### src/rtl/axis_frame_length_check.sv
// AXI-Stream frame length policer: tags runt frames via tuser and truncates
// oversize frames at MAX_LEN, discarding the remainder, ahead of the frame FIFO.
module axis_frame_length_check #(
  parameter int unsigned DATA_WIDTH = 8,
  parameter int unsigned LEN_WIDTH  = 16,
  parameter int unsigned MIN_LEN    = 4,
  parameter int unsigned MAX_LEN    = 16
) (
  input  logic                  clk,
  input  logic                  rst,
  input  logic [DATA_WIDTH-1:0] input_axis_tdata,
  input  logic                  input_axis_tvalid,
  output logic                  input_axis_tready,
  input  logic                  input_axis_tlast,
  input  logic                  input_axis_tuser,
  output logic [DATA_WIDTH-1:0] output_axis_tdata,
  output logic                  output_axis_tvalid,
  input  logic                  output_axis_tready,
  output logic                  output_axis_tlast,
  output logic                  output_axis_tuser,
  output logic                  frame_too_short,
  output logic                  frame_too_long,
  output logic [LEN_WIDTH-1:0]  frame_len
);

  typedef enum logic [0:0] {
    PASS = 1'b0,
    DROP = 1'b1
  } state_t;

  state_t               state_q;
  state_t               state_d;
  logic [LEN_WIDTH-1:0] cnt_q;
  logic [LEN_WIDTH-1:0] cnt_next;
  logic                 accept;
  logic                 load;
  logic                 is_runt;
  logic                 hit_max;

  assign accept   = input_axis_tvalid & input_axis_tready;
  assign cnt_next = cnt_q + LEN_WIDTH'(1);
  assign is_runt  = cnt_next < LEN_WIDTH'(MIN_LEN);
  assign hit_max  = cnt_next == LEN_WIDTH'(MAX_LEN);

  // State register
  always_ff @(posedge clk) begin
    if (rst) begin
      state_q <= PASS;
    end else begin
      state_q <= state_d;
    end
  end

  // Next state: enter DROP on truncation, leave on the discarded frame's tlast
  always_comb begin
    state_d = state_q;
    case (state_q)
      PASS:    if (load && !input_axis_tlast && hit_max) state_d = DROP;
      DROP:    if (accept && input_axis_tlast) state_d = PASS;
      default: state_d = PASS;
    endcase
  end

  // Handshake: DROP swallows the tail regardless of downstream backpressure
  always_comb begin
    input_axis_tready = output_axis_tready | ~output_axis_tvalid;
    load              = 1'b0;
    case (state_q)
      PASS:    load = input_axis_tvalid & input_axis_tready;
      DROP:    input_axis_tready = 1'b1;
      default: load = 1'b0;
    endcase
  end

  // Output register, beat counter and per-frame status
  always_ff @(posedge clk) begin
    if (rst) begin
      cnt_q              <= '0;
      output_axis_tdata  <= '0;
      output_axis_tvalid <= 1'b0;
      output_axis_tlast  <= 1'b0;
      output_axis_tuser  <= 1'b0;
      frame_too_short    <= 1'b0;
      frame_too_long     <= 1'b0;
      frame_len          <= '0;
    end else begin
      frame_too_short <= 1'b0;
      frame_too_long  <= 1'b0;
      if (load) begin
        output_axis_tdata  <= input_axis_tdata;
        output_axis_tvalid <= 1'b1;
        if (input_axis_tlast) begin
          output_axis_tlast <= 1'b1;
          output_axis_tuser <= input_axis_tuser | is_runt;
          cnt_q             <= '0;
          frame_len         <= cnt_next;
          frame_too_short   <= is_runt;
        end else if (hit_max) begin
          output_axis_tlast <= 1'b1;
          output_axis_tuser <= 1'b1;
          cnt_q             <= '0;
          frame_len         <= LEN_WIDTH'(MAX_LEN);
          frame_too_long    <= 1'b1;
        end else begin
          output_axis_tlast <= 1'b0;
          output_axis_tuser <= 1'b0;
          cnt_q             <= cnt_next;
        end
      end else if (output_axis_tready) begin
        output_axis_tvalid <= 1'b0;
      end
    end
  end

endmodule

### config.mk
export PLATFORM = sky130hd
export DESIGN_NAME = axis_frame_length_check
export DESIGN_NICKNAME = d
export VERILOG_FILES = /design/src/rtl/axis_frame_length_check.sv
export SDC_FILE = /design/constraint.sdc
export NUM_CORES = 1
export LEC_CHECK = 0
export ABC_AREA = 0
export CORE_AREA = 3 3 66 74
export DETAILED_ROUTE_END_ITERATION = 10
export DIE_AREA = 0 0 69 77
export DONT_BUFFER_PORTS = 1
export MAX_ROUTING_LAYER = met4
export PLACE_DENSITY = 0.72
export SYNTH_ARGS = -nofsm -noshare
export SYNTH_HDL_FRONTEND = slang
export SYNTH_SLANG_ARGS = --single-unit
### constraint.sdc
create_clock -name clk -period 2.6 [get_ports clk]
set_input_delay 0.26 -clock clk [delete_from_list [all_inputs] [get_ports clk]]
set_output_delay 0.26 -clock clk [all_outputs]
set_load 0.01 [all_outputs]
* After elaboration in Yosys (flattened, before gate mapping)
Cells that the tools add are included. W data, S select, Z words.
Cells by class: add/sub/neg operators 1, order comparisons 1, eq/ne operators 1, mux-type cells 14, bitwise operators 8, reductions and logical operators 9
Operator list (count):
- $mux W16 | 4
- $add A16 B1 Y16 const B | 1
- $eq A16 B5 Y1 const B | 1
- $lt A16 B3 Y1 const B | 1
- $mux W1 | 9
- $reduce_or A3 Y1 | 2
- $not A1 Y1 | 4
- $reduce_bool A2 Y1 | 2
- $logic_and A1 B1 Y1 | 3
- $and A1 B1 Y1 | 2
- $or A1 B1 Y1 | 2
- $pmux W1 S2 | 1
- $reduce_and A2 Y1 | 1
- $logic_not A1 Y1 | 1
Storage, ports and cells: flip-flop bits (word level) 46, output and inout bits 30, logic and storage cells 43

* Longest topological paths before layout
Gate-level depths: netlist of run 1.
depth after elaboration 8, mapped depth 10

* Least setup slack after synthesis of run 1
OpenSTA, ideal clock, no wires.
kind flip-flop to flip-flop, start point register cnt_q[0], end point register frame_len[13], setup time 136 ps, arrival 2357 ps, required time 2464 ps, path slack 108 ps, stages on the path, launching flop included 11, path buffers 2, cells stage by stage dfxtp_1 > ha_1 > buf_2 > nand2_1 > o21ba_1 > or3_1 > a2111oi_4 > a41oi_4 > o21ba_4 > buf_12 > o2bb2ai_1
On the way: word-level cells in the longest chain between the ends 4
Ends and longest elaborated chain:
- start: declaration | RTL line 33 | logic [LEN_WIDTH-1:0] cnt_q;
- start signal: assignment | RTL line 107 | cnt_q <= cnt_next;
- $add A16 B1 Y16 * | RTL line 41 | assign cnt_next = cnt_q + LEN_WIDTH'(1);
- $eq A16 B5 Y1 | RTL line 43 | assign hit_max = cnt_next == LEN_WIDTH'(MAX_LEN);
- $reduce_bool A2 Y1 (no source line)
- $reduce_and A2 Y1 (no source line)
- end signal: assignment | RTL line 96 | frame_len <= cnt_next;
- end signal: assignment | RTL line 102 | frame_len <= LEN_WIDTH'(MAX_LEN);
- end: declaration | RTL line 23 | output logic [LEN_WIDTH-1:0] frame_len
Mark *: on every way between the ends. The rest lies on a longest branch, timed or not. A chain may end at the register's enable or synchronous reset.

* Worst setup path after layout of run 1
start point register cnt_q[0], end point register frame_len[1]
The elaborated chain is that of the path after synthesis.

==> qor.txt, run 1 <==
OUTCOME
---------------------------------------------------------------------------------
Outcome                                                              complete, no violations

PLACED DESIGN
---------------------------------------------------------------------------------
Count of port buffers added during placement                                    0
Instance count after placement with tap cells included                        309
Post-detailed-placement half-perimeter wirelength                         3509 µm
Cell area after placement                                            0.002385 mm²
Final weighted congestion in routability-driven placement                  0.8650

CELLS AND AREA
---------------------------------------------------------------------------------
Most common cell after layout, fill and taps aside                        dfxtp_1
Commonest cells after routing, fill and taps aside                   dfxtp_1, nand2_1, nand3_1
Fill count                                                                    397
Fraction of layout cells with a size suffix above 1                        18.80%
Area grow syn2layout                                                       12.13%
Final nets                                                                    281
Filler-free cell count of the finished design                                 320
Sequential standard cell area                                           922.1 µm²
Final non-filler cell area                                           0.002591 mm²
Area used by multi-input combinational logic                         0.001279 mm²
Post-layout utilization of the core                                        60.91%
Antenna Diode Count                                                             0

ROUTE
---------------------------------------------------------------------------------
Vias per cell                                                               5.897
Via count of the routed design                                               1887
DRC violation count after routing                                               0
DRT antenna net count                                                           0
Detailed-routed wire length on met3                                        233 µm
Routed length on met1                                                     2194 µm
Aggregate routed wire length                                              5009 µm
First-pass DRT Iterations                                                       4
Uppermost metal layer occupied by signal nets                                met4
WL/cell                                                                  15.65 µm
Metal2 WL                                                                 2512 µm
First DRT Iteration DRCs                                                      119

CLOCK TREE
---------------------------------------------------------------------------------
CTS Sinks                                                                      46
Source-to-sink clock delay at the later pin of the worst-skew pair        0.30 ns
Number of buffers added by the clock tree synthesis step                        5
CTS tree                                                                      yes
Number of H-tree levels                                                         2
Worst-path clk slew                                                       0.09 ns
Root buffer selected by CTS                                              clkbuf_8
Clock Path Buffers                                                              2

DIE
---------------------------------------------------------------------------------
Core area                                                            0.004254 mm²
Die Footprint                                                        0.005313 mm²
Floorplan row count                                                            25
Number of placed I/O pins                                                      44
Chip Width                                                                  69 µm
Initial core utilization                                                   54.32%
Die Height                                                                  77 µm

YOSYS
---------------------------------------------------------------------------------
Post-Synthesis Cells                                                          258
Top area cells in the synthesized netlist                            dfxtp_1, nand2_1, o2bb2ai_2
Synth top area share                                                       39.85%
Yosys synthesis warning count                                                   0
Sequential element share of the synthesized area                           39.85%
Number of storage elements in the synthesis netlist                            46
Cell area after synthesis                                            0.002311 mm²
Distinct cell type count after synthesis                                       53
Mean instance size in the synthesized netlist                           8.957 µm²
Post-synth top area cell                                                  dfxtp_1
Total nets after synthesis                                                    274

STA
---------------------------------------------------------------------------------
Final hold violations                                                           0
Unrepaired setup endpoints after global routing                                no
Final count of negative-setup-slack endpoints                                   0
Worst setup skew after layout                                          0.01018 ns
Pins over their slew limit                                                      0
Least-Margin Pin Slew                                                   0.7241 ns
Fin crit period                                                          2.480 ns
Setup tns final                                                              0 ns
Headroom to the max-slew limit                                             51.61%
Fraction of the cycle the final worst path needs                           95.40%
Maximum frequency from static timing analysis                           403.2 MHz

GLOBAL ROUTE
---------------------------------------------------------------------------------
Wire length of the first global-routing pass                              8452 µm
Via count of the first global-routing pass                                   1809
Aggregate global routing overflow                                               0
Overall Global Routing Usage                                               19.86%
Number of antenna violations at the first check in global routing               0
Pin count of the biggest net entering global routing                           21

PWR
---------------------------------------------------------------------------------
Clock power share                                                           43.5%
Power per standard cell area                                         562.3 mW/mm²
Design internal power                                                  0.001141 W
Total net switching power                                             0.0003165 W
Combinational power share                                                    5.9%
Switching portion of total power                                           21.72%
Peak supply drop                                                      0.0003988 V
Overall Power                                                          0.001457 W
Part of the power in registers                                              50.6%
Leak pwr                                                                0.9619 nW

CRITICAL PATH
---------------------------------------------------------------------------------
Max Fanout on Critical Path                                                     7
Worst reg2reg path depth                                                        9
Worst setup path class                                                 reg -> reg
CP endpoint kind                                                        flip-flop
Endpoint arrival time on the critical path                                2.68 ns
Startpoint types                                                        flip-flop
Data required time of the worst path                                      2.80 ns

MIN PATH
---------------------------------------------------------------------------------
Class of the tightest hold or removal check                             in -> reg
Number of stages on the worst hold path                                         1

RUN
---------------------------------------------------------------------------------
Number of max-cap violations                                                    0

critical path, cell delays in order, from the launching register on:
cell and delay, ns:
dfxtp_1 0.34, buf_4 0.16, and2_1 0.19, o21ba_1 0.19
or3_1 0.35, a2111oi_4 0.39, a41oi_4 0.18, o21ba_4 0.25
buf_12 0.13, a32o_1 0.19
timing repair:
item | CTS | global route
resized for setup | 0 | 4
setup endpoints to repair | 0 | 23
hold buffers | 0 | 1
hold endpoints to repair | 0 | 9
setup buffers | 0 | 2
synth_stat cells, drive strengths merged:
cell	n
a2111oi	1
a21boi	1
a21o	2
a21oi	17
a22oi	1
a31o	1
a31oi	3
a32o	2
a41oi	1
and2	4
and3	2
buf	10
clkbuf	9
dfxtp	46
ha	2
inv	4
mux2i	2
nand2	36
nand2b	3
nand3	19
nand3b	2
nand4	7
nand4b	1
nor2	15
nor2b	1
nor3	10
nor3b	1
nor4	3
o2111ai	1
o211a	1
o21a	2
o21ai	6
o21ba	3
o2bb2ai	13
or2	2
or3	9
xnor2	9
xor2	6
cell families (layout without fill, tap and decap cells):
logic type      count (synthesis)  count (layout)  share of synthesized area, %
fa+ha+maj                       2               2                         1.083
xor+xnor                       15              15                         6.010
simple gates                  115             115                         26.04
flops                          46              46                         39.85
buf+inv                        23              31                         5.576
compound gates                 55              55                         20.57
mux                             2               2                        0.8663
per-layer routing:
metal	track usage (%)	vias to the layer above
li1	-	929
met2	31.87	50
met4	6.055	0
met1	24.96	899
met5	-	-
met3	4.456	9
layout make-up:
| type | count | area share [%] |
|---|---|---|
| Sequential cell | 46 | 35.59 |
| Tap cell | 54 | 2.607 |
| Multi-Input combinational cell | 189 | 49.35 |
| Inverter | 4 | 0.5794 |
| Timing Repair Buffer | 19 | 6.567 |
| Clock buffer | 5 | 2.656 |
| Clock inverter | 3 | 2.656 |
power groups by stage:
stage	Clock (W)	Combinational [W]	Sequential, W
2_1_floorplan	0	0.0000611	0.000751
3_3_place_gp	0	0.0000705	0.000753
3_5_place_dp	0	0.0000723	0.000753
4_1_cts	0.000642	0.0000725	0.000737
5_1_grt	0.000676	0.0000945	0.000739
6_report	0.000634	0.0000861	0.000737
registers in the layout, indices dropped and copies added (netlist names):
| name | count |
|---|---|
| frame_too_short | 1 |
| output_axis_tdata | 8 |
| output_axis_tvalid | 1 |
| frame_len | 16 |
| output_axis_tuser | 1 |
| frame_too_long | 1 |
| cnt_q | 16 |
| output_axis_tlast | 1 |
| state_q | 1 |
worst paths after layout:
kind | start | endpoint | slack [ns]
worst max-delay path | cnt_q[0]$_SDFFE_PP0P_ | frame_len[1]$_SDFFE_PP0P_ | 0.12
worst min-delay path | rst | output_axis_tdata[1]$_SDFFE_PP0P_ | 0.009
worst max register to register | cnt_q[0]$_SDFFE_PP0P_ | frame_len[1]$_SDFFE_PP0P_ | 0.12
worst min register to register | output_axis_tdata[1]$_SDFFE_PP0P_ | output_axis_tdata[1]$_SDFFE_PP0P_ | 0.51
through the flow:
step	setup WS, ns	hold WS, ns
global route	0.01422	0.00009842
floorplan	0.1076	0.3960
CTS	0.01888	0.005044
finish	0.1196	0.009410
detailed placement	0.04333	0.3338
global placement	0.1553	0.3310
No activity file was read; power rests on OpenSTA's default activity.
==> run 2, diff against run 1 <==
--- a/config.mk
+++ b/config.mk
@@ -10,6 +10,7 @@
 export DETAILED_ROUTE_END_ITERATION = 10
 export DIE_AREA = 0 0 69 77
 export DONT_BUFFER_PORTS = 1
+export HOLD_SLACK_MARGIN = 0.06
 export MAX_ROUTING_LAYER = met4
 export PLACE_DENSITY = 0.72
 export SYNTH_ARGS = -nofsm -noshare
==> run 2 against run 1 <==
  * Clock power about the same
  * Largest cell class unchanged
  * Cell area is the same
  * Sequential power about the same
  * Critical endpoint unchanged
  * Total power increased by 0.13%
  * Combinational power grew 0.8%
  * Highest routed layer unchanged
  * First-iteration DRC count shrank 20%
  * Global-route usage grew 0.34 points
  * Critical path depth stayed put
  * Sequential share of layout area unchanged
  * Count of clock-buffer cells in the layout stayed put
  * Maximum frequency is 0.33% higher
==> qor.txt, run 2 (synthesis gave the netlist of run 1 again) <==
CRITICAL PATH
---------------------------------------------------------------------------------
Delay of the slowest critical-path stage                                  0.39 ns   about the same
Data required time of the worst path                                      2.80 ns   about the same
Worst reg2reg path depth                                                        9   unchanged
Endpoint arrival time on the critical path                                2.67 ns   about the same
Startpoint types                                                        flip-flop
Setup slack of the most critical reg-to-reg path                          0.13 ns   about the same
CP endpoint kind                                                        flip-flop
Worst setup path class                                                 reg -> reg
Worst setup path start                                               cnt_q[0]$_SDFFE_PP0P_
Max Fanout on Critical Path                                                     7   unchanged
Startpoint of the lowest-slack register-to-register path             cnt_q[0]$_SDFFE_PP0P_
Series of cell instances along the critical path                     buf_4 -> and2_1 -> o21ba_1 -> or3_1 -> a2111oi_4 -> a41oi_4 -> o21ba_4 -> buf_12 -> a32o_1
Reg-to-Reg End                                                       frame_len[1]$_SDFFE_PP0P_
CP max stage cell                                                       a2111oi_4

DIE
---------------------------------------------------------------------------------
Initial core utilization                                                   54.32%   unchanged
Number of placed I/O pins                                                      44   unchanged
Floorplan row count                                                            25   unchanged
Chip Width                                                                  69 µm   unchanged
Die Height                                                                  77 µm   unchanged
Core area                                                            0.004254 mm²   unchanged
Die Footprint                                                        0.005313 mm²   unchanged

STA
---------------------------------------------------------------------------------
Headroom to the max-slew limit                                             52.40%   +0.79 points
Pins over their slew limit                                                      0   unchanged
Unrepaired setup endpoints after global routing                                no
Final hold violations                                                           0   unchanged
Setup tns final                                                              0 ns   unchanged
Least-Margin Pin Slew                                                   0.7123 ns   -0.01178 ns
Fin crit period                                                          2.472 ns   -0.008267 ns
Minimum hold slack                                                     0.07851 ns   +0.06910 ns
Maximum frequency from static timing analysis                           404.5 MHz   +0.33%
Fraction of the cycle the final worst path needs                           95.08%   -0.32 points
Final count of negative-setup-slack endpoints                                   0   unchanged
Worst setup skew after layout                                          0.01025 ns   +0.00007820 ns

RUN
---------------------------------------------------------------------------------
Number of max-cap violations                                                    0   unchanged

CLOCK TREE
---------------------------------------------------------------------------------
Number of H-tree levels                                                         2   unchanged
Clock Path Buffers                                                              2   unchanged
Source-to-sink clock delay at the later pin of the worst-skew pair        0.30 ns   about the same
CTS Sinks                                                                      46   unchanged
Root buffer selected by CTS                                              clkbuf_8
Worst-path clk slew                                                       0.09 ns   about the same
Number of buffers added by the clock tree synthesis step                        5   unchanged
CTS tree                                                                      yes

PWR
---------------------------------------------------------------------------------
Leak pwr                                                                0.9619 nW   unchanged
Peak supply drop                                                      0.0003986 V   about the same
Power per standard cell area                                         563.1 mW/mm²   +0.13%
Overall Power                                                          0.001459 W   +0.13%

ROUTE
---------------------------------------------------------------------------------
DRC violation count after routing                                               0   unchanged
Aggregate routed wire length                                              5016 µm   +0.14%
First DRT Iteration DRCs                                                       95   -20%
DRT antenna net count                                                           0   unchanged
Via count of the routed design                                               1876   -0.58%
First-pass DRT Iterations                                                       4   unchanged
WL/cell                                                                  15.68 µm   +0.14%
Vias per cell                                                               5.863   -0.58%

OUTCOME
---------------------------------------------------------------------------------
Outcome                                                              complete, no violations

CELLS AND AREA
---------------------------------------------------------------------------------
Final non-filler cell area                                           0.002591 mm²   unchanged
Post-layout utilization of the core                                        60.91%   unchanged
Fraction of layout cells with a size suffix above 1                        18.80%   unchanged
Commonest cells after routing, fill and taps aside                   dfxtp_1, nand2_1, nand3_1
Antenna Diode Count                                                             0   unchanged
Area grow syn2layout                                                       12.13%   unchanged
Largest registers                                                    cnt_q (16), frame_len (16), output_axis_tdata (8)
Most common cell after layout, fill and taps aside                        dfxtp_1
Final nets                                                                    281   unchanged

GLOBAL ROUTE
---------------------------------------------------------------------------------
Number of antenna violations at the first check in global routing               0   unchanged
Wire length of the first global-routing pass                              8569 µm   +1.4%
Aggregate global routing overflow                                               0   unchanged
Via count of the first global-routing pass                                   1831   +1.2%
Overall Global Routing Usage                                               20.20%   +0.34 points
Pin count of the biggest net entering global routing                           20   -4.8%

MIN PATH
---------------------------------------------------------------------------------
Hold path start                                                      input_axis_tdata[2]
Worst hold path endpoint                                             output_axis_tdata[2]$_SDFFE_PP0P_
Class of the tightest hold or removal check                             in -> reg
Number of stages on the worst hold path                                         2   +1

PLACED DESIGN
---------------------------------------------------------------------------------
Final weighted congestion in routability-driven placement                  0.8650   unchanged
Count of port buffers added during placement                                    0   unchanged
Cell area after placement                                            0.002385 mm²   unchanged
Post-detailed-placement half-perimeter wirelength                         3509 µm   unchanged

==> run 2: worst max-delay path, delay by kind of cell (launching register included) <==
kind	cells	cell delay (ns)
compound gates	5	1.20
buf+inv	2	0.29
flops	1	0.34
simple gates	2	0.54
==> run 2: routing by layer <==
metal / global-route usage, % / up-vias / wire length (µm)
li1: - / 931 / -
met1: 25.12 / 882 / 2131
met2: 32.82 / 55 / 2515
met3: 4.456 / 8 / 299
met4: 6.055 / 0 / 70
met5: - / - / 0
==> run 2: layout make-up <==
class                   count  area (µm²)
clock inverters             3       68.82
flip-flops and latches     46       922.1
inverters                   4       15.01
fillers                   397        1663
multi-input cells         189        1279
well taps                  54       67.56
clock buffers               5       68.82
repair buffers             19       170.2
==> run 2: worst max-delay path by stage <==
stage | slack (ns) | depth (start not counted) | endpoint
final | 0.13 | 9 | frame_len[1]$_SDFFE_PP0P_
after floorplan | 0.11 | 10 | frame_len[13]$_SDFFE_PP0P_
after global routing | 0.01 | 9 | frame_len[1]$_SDFFE_PP0P_
after global placement | 0.16 | 8 | frame_len[1]$_SDFFE_PP0P_
after detailed placement | 0.04 | 8 | frame_len[1]$_SDFFE_PP0P_
after CTS | 0.02 | 8 | frame_len[1]$_SDFFE_PP0P_
==> run 2: metrics by stage <==
step,instances,worst slack (ns)
floorplan,258,0.1076
global placement,309,0.1553
detailed placement,309,0.04333
CTS,318,0.01888
global route,320,0.01422
finish,320,0.1278
==> run 2: report_power, final <==
group	total (W)	switching (W)	leakage, nW	internal [W]
registers	0.000737	0.0000176	0.374	0.000720
clock network	0.000635	0.000250	0.0683	0.000385
logic	0.0000868	0.0000509	0.520	0.0000359
total	0.00146	0.000318	0.962	0.00114
==> run 2: repair_timing <==
item                                    in CTS  in global routing
buffers inserted                             0                  2
resized for setup                            0                  4
endpoints found under the hold margin       12                  0
hold buffers                                 1                  0
endpoints found under the setup margin       0                 23
